[config.mk]
export PLATFORM = sky130hd
export DESIGN_NAME = regfile
export DESIGN_NICKNAME = d
export VERILOG_FILES = /design/src/rtl/regfile.sv
export SDC_FILE = /design/constraint.sdc
export NUM_CORES = 2
export LEC_CHECK = 0
export BUFFER_PORTS_ARGS = -buffer_cell sky130_fd_sc_hd__buf_2
export CORE_MARGIN = 3
export CORE_UTILIZATION = 59
export CTS_CLUSTER_SIZE = 20
export DETAILED_ROUTE_END_ITERATION = 12
export PLACE_DENSITY = 0.82
export SLEW_MARGIN = 0
export SYNTH_ARGS = -nofsm -noshare
export SYNTH_HDL_FRONTEND = slang
export SYNTH_SLANG_ARGS = --single-unit
[constraint.sdc]
create_clock -name clk -period 2.3 [get_ports clk]
set_clock_uncertainty 0.05 [all_clocks]
set_input_delay 0.115 -clock clk [delete_from_list [all_inputs] [get_ports clk]]
set_output_delay 0.115 -clock clk [all_outputs]
set_load 0.01 [all_outputs]
[src/rtl/regfile.sv]
// Integer register file: 2**ADDR_WIDTH x DATA_WIDTH, two combinational read ports,
// one synchronous write port, x0 hardwired to zero, optional write-first bypass.
module regfile #(
  parameter int DATA_WIDTH = 32,
  parameter int ADDR_WIDTH = 5,
  parameter int BYPASS     = 1
) (
  input  logic                  clk,
  input  logic                  rst,
  input  logic                  WE,
  input  logic [ADDR_WIDTH-1:0] readPort1SEL,
  input  logic [ADDR_WIDTH-1:0] readPort2SEL,
  input  logic [ADDR_WIDTH-1:0] writePortSEL,
  input  logic [DATA_WIDTH-1:0] writePort,
  output logic [DATA_WIDTH-1:0] readPort1,
  output logic [DATA_WIDTH-1:0] readPort2
);
  localparam int NUM_REGS  = 2 ** ADDR_WIDTH;
  localparam int NUM_PORTS = 2;

  logic [DATA_WIDTH-1:0] regs [NUM_REGS];
  logic                  wr_en;

  assign wr_en = WE && (writePortSEL != '0);

  // x0 is cleared by reset and never written; the read mux also forces it to zero
  // so it reads 0 even before the first reset.
  always_ff @(posedge clk) begin
    if (rst) begin
      for (int i = 0; i < NUM_REGS; i++) regs[i] <= '0;
    end else if (wr_en) begin
      regs[writePortSEL] <= writePort;
    end
  end

  logic [NUM_PORTS-1:0][ADDR_WIDTH-1:0] rsel;
  logic [NUM_PORTS-1:0][DATA_WIDTH-1:0] rdata;

  assign rsel = {readPort2SEL, readPort1SEL};

  for (genvar p = 0; p < NUM_PORTS; p++) begin : g_rd
    logic hit;
    // Bypass ignores rst on purpose: only the store is blocked by reset.
    assign hit      = (BYPASS != 0) && wr_en && (writePortSEL == rsel[p]);
    assign rdata[p] = hit               ? writePort :
                      (rsel[p] == '0)   ? '0        : regs[rsel[p]];
  end

  assign readPort1 = rdata[0];
  assign readPort2 = rdata[1];
endmodule

==> results.py <==
metrics = {
    "floorplanning": {
        "die_height_um": 311.8,
        "io-pin-count": 114,
        "core_ar_um2": 92220,
        "placementRows": 111,
        "dieArea_um2": 97190,
        "start_util_pct": 59.81,
        "die_w_um": 311.8,
    },
    "yosys": {
        "synth-edff-count": 1024,
        "postSynthRegisterBits": 1024,
        "synthArstFlopShare_pct": 0,
        "ys_types": 47,
        "yosys_warnings": 0,
        "synthesis.area_per_instance_um2": 14.29,
        "netlist_instances": 3860,
        "synthesis.area_um2": 55160,
        "synth_seq_area_share_pct": 55.75,
        "synth_flop_cell": "sky130_fd_sc_hd__edfxtp_1",
    },
    "clock_network": {
        "cts_root_buf": "sky130_fd_sc_hd__clkbuf_16",
        "tritoncts": "done",
        "ctsLongestPathBuffers": 3,
        "cts.htree.levels": 3,
        "tritoncts_num_sinks": 1024,
        "clk_pin_slew_worst_paths_ns": 0.07,
        "cts_made_buffers": 107,
    },
    "status": {
        "status": "finished with violations",
        "failed_checks": "negative setup slack",
    },
    "timing": {
        "worst_slew_pin_slew_ns": 1.155,
        "setup_viol_count_final": 64,
        "timing_max_transition_violations_final": 0,
        "post-route-period-util_pct": 128.1,
        "timing.final.ws_setup_ns": -0.6459,
        "setup_total_negative_slack_ns": -24.21,
        "finalWorstPathRequiredPeriod_ns": 2.946,
        "max_slew_margin_pct": 22.55,
        "fmax_mhz": 339.5,
        "setup_repair_after_global_routing_missed_its_margin": "true",
        "final_hold_viol_count": 0,
        "holdWs_ns": 0.04748,
    },
    "detailed_routing": {
        "via_count": 39419,
        "avgRoutedWirePerCell_um": 34.50,
        "number_of_violations_reported_at_the_end_of_detailed_routing_iteration_0": 7103,
        "drtPass1Iterations": 7,
        "drt_drc_violations_left": 0,
        "routed_wirelength_um": 187200,
        "viasPerCell": 7.265,
        "ant_nets": 0,
    },
    "placement": {
        "post-place-cells": 5191,
        "port_bufs": 113,
        "placed_cell_area_um2": 59820,
        "final_weighted_congestion_in_routability_driven_placement": 0.9678,
        "dp_hpwl_um": 116700,
    },
    "critical_path": {
        "start_kind": "flop",
        "crit_fanout": 2,
        "crit_end_category": "output port",
        "setup.worst_path.class": "flop to output port",
        "timing.critical_path.arrival_ns": 2.78,
        "worstPathRequired_ns": 2.13,
        "critPathCapture": "readPort2[2]",
        "setup.worst_path.start": "regs[24][2]",
    },
    "layout": {
        "final_net_count": 4135,
        "share_of_layout_cells_above_drive_strength_1_pct": 31.75,
        "top_register": "regs",
        "area_delta_synth_final_pct": 17.80,
        "final-instance-count-excl-fill": 5426,
        "reg_top3": "regs (1024)",
        "finish.instance_area_um2": 64980,
        "largest_register_ff_count": 1024,
    },
    "power": {
        "power_density_nw_per_um2": 719.0,
        "power.leakage_nw": 23.80,
        "worst_ir_drop_vdd_v": 0.0007525,
        "totalPowerFinal_w": 0.04672,
    },
    "grt": {
        "first_global_vias": 39476,
        "grt_overflow_total": 0,
        "grt_pass1_wl_um": 268600,
        "gr-usage-all-layers_pct": 38.17,
        "grt_max_degree": 65,
        "antenna_found_initial": 9,
    },
    "worst_hold_path": {
        "timing.hold.worst_path_depth": 2,
        "min_path_type": "input port to flop",
    },
    "run": {
        "drv.max_cap_violation_count": 0,
    },
}
area by class of cell:
cell class | instances | area (um2)
Clock buffer | 125 | 2788
Antenna cell | 6 | 15.01
Multi-Input combinational cell | 2450 | 24160
Timing Repair Buffer | 502 | 4980
Sequential cell | 1024 | 30750
Tap cell | 1243 | 1555
Clock inverter | 76 | 726.9
Fill cell | 5763 | 27240
layer usage:
| layer | global-route usage, % | up-vias | share of wire, % |
|---|---|---|---|
| li1 | - | 15194 | - |
| met4 | 21.60 | 4 | 6.8 |
| met5 | 0 | - | 0.016 |
| met2 | 58.00 | 3894 | 45 |
| met1 | 47.98 | 19431 | 32 |
| met3 | 13.48 | 896 | 16 |
power by group:
| group | switching, W | internal (W) | total (W) | leakage [nW] |
|---|---|---|---|---|
| combinational | 0.00388 | 0.00303 | 0.00692 | 12.3 |
| sequential | 0.000601 | 0.0216 | 0.0222 | 9.75 |
| clock | 0.00750 | 0.0101 | 0.0176 | 1.73 |
logic make-up (layout without fill, tap and decap cells):
group	count (synthesis)	count (layout)	synth area share [%]
multiplexers	753	753	22.08
buffers and inverters	417	703	3.149
AND/OR/NAND/NOR	1263	1263	13.53
other	1	38	0.006799
AO/OA/AOI/OAI	392	392	5.326
flip-flops	1024	1024	55.75
XOR/XNOR	10	10	0.1588
critical path: stages, from the launching register on:
cell and delay [ns]:
sky130_fd_sc_hd__edfxtp_1 0.41, sky130_fd_sc_hd__mux4_2 0.49, sky130_fd_sc_hd__mux2_4 0.30, sky130_fd_sc_hd__a221o_1 0.42, sky130_fd_sc_hd__a32o_2 0.33, sky130_fd_sc_hd__buf_6 0.12
synthesized netlist by cell type (10+ instances only):
master | count | area [um2]
sky130_fd_sc_hd__a22o_1 | 31 | 271.5
sky130_fd_sc_hd__clkbuf_1 | 291 | 1092
sky130_fd_sc_hd__and2_1 | 995 | 6225
sky130_fd_sc_hd__buf_4 | 10 | 75.07
sky130_fd_sc_hd__mux2i_1 | 338 | 3383
sky130_fd_sc_hd__or2_2 | 31 | 193.9
sky130_fd_sc_hd__a221o_1 | 10 | 100.1
sky130_fd_sc_hd__a22oi_1 | 75 | 563.0
sky130_fd_sc_hd__nor2_1 | 38 | 142.6
sky130_fd_sc_hd__o211ai_1 | 14 | 105.1
sky130_fd_sc_hd__mux2_2 | 49 | 551.8
sky130_fd_sc_hd__nand3_1 | 24 | 120.1
sky130_fd_sc_hd__a32o_1 | 33 | 330.3
sky130_fd_sc_hd__nand4_1 | 13 | 81.33
sky130_fd_sc_hd__mux4_2 | 366 | 8243
sky130_fd_sc_hd__o221ai_1 | 31 | 271.5
sky130_fd_sc_hd__a211oi_1 | 55 | 412.9
sky130_fd_sc_hd__a21oi_1 | 57 | 285.3
sky130_fd_sc_hd__nand2_1 | 135 | 506.7
sky130_fd_sc_hd__edfxtp_1 | 1024 | 30750
sky130_fd_sc_hd__o22ai_1 | 55 | 344.1
sky130_fd_sc_hd__buf_2 | 94 | 470.5
sky130_fd_sc_hd__buf_1 | 19 | 71.32
how the worst min path moves through the flow:
stage                  start      endpoint  slack, ns
2_1_floorplan  writePort[31]   regs[1][31]       0.26
3_3_place_gp   writePort[19]   regs[9][19]       0.59
3_5_place_dp   writePort[19]  regs[15][19]       0.59
4_1_cts        writePort[12]  regs[30][12]       0.01
5_1_grt        writePort[12]  regs[20][12]       0.03
6_report       writePort[24]   regs[6][24]       0.05
stage by stage:
| step | util [%] | worst slack [ns] |
|---|---|---|
| after global placement | 64.87 | -0.2323 |
| after global routing | 70.45 | -0.6569 |
| after CTS | 70.07 | -0.6210 |
| after detailed placement | 64.87 | -0.2373 |
| final | 70.46 | -0.6459 |
| after floorplan | - | 0.2863 |
layout by cell type, fill, tap and decap left out, types with 27 or more instances in the layout:
cell type and n:
sky130_fd_sc_hd__nor2_2 31, sky130_fd_sc_hd__clkinv_2 27, sky130_fd_sc_hd__a21oi_1 51, sky130_fd_sc_hd__mux2_4 44, sky130_fd_sc_hd__o221ai_1 31, sky130_fd_sc_hd__buf_6 31
sky130_fd_sc_hd__nand2_2 28, sky130_fd_sc_hd__or2_2 31, sky130_fd_sc_hd__a22o_1 29, sky130_fd_sc_hd__buf_4 285, sky130_fd_sc_hd__nand2_1 81, sky130_fd_sc_hd__a22oi_1 65
sky130_fd_sc_hd__conb_1 32, sky130_fd_sc_hd__buf_12 99, sky130_fd_sc_hd__edfxtp_1 1024, sky130_fd_sc_hd__mux2i_1 327, sky130_fd_sc_hd__mux4_2 366, sky130_fd_sc_hd__buf_2 76
sky130_fd_sc_hd__and2_1 993, sky130_fd_sc_hd__o22ai_1 44, sky130_fd_sc_hd__clkbuf_16 109
repair_timing:
item / CTS / global route
endpoints found under the setup margin: 64 / 64
buffers inserted: 12 / 17
pin swaps: 99 / 41
resized for setup: 267 / 45
gates cloned: 0 / 0
endpoints found under the hold margin: 132 / 0
hold buffers: 7 / 0
(Power assumes the default switching activity.)
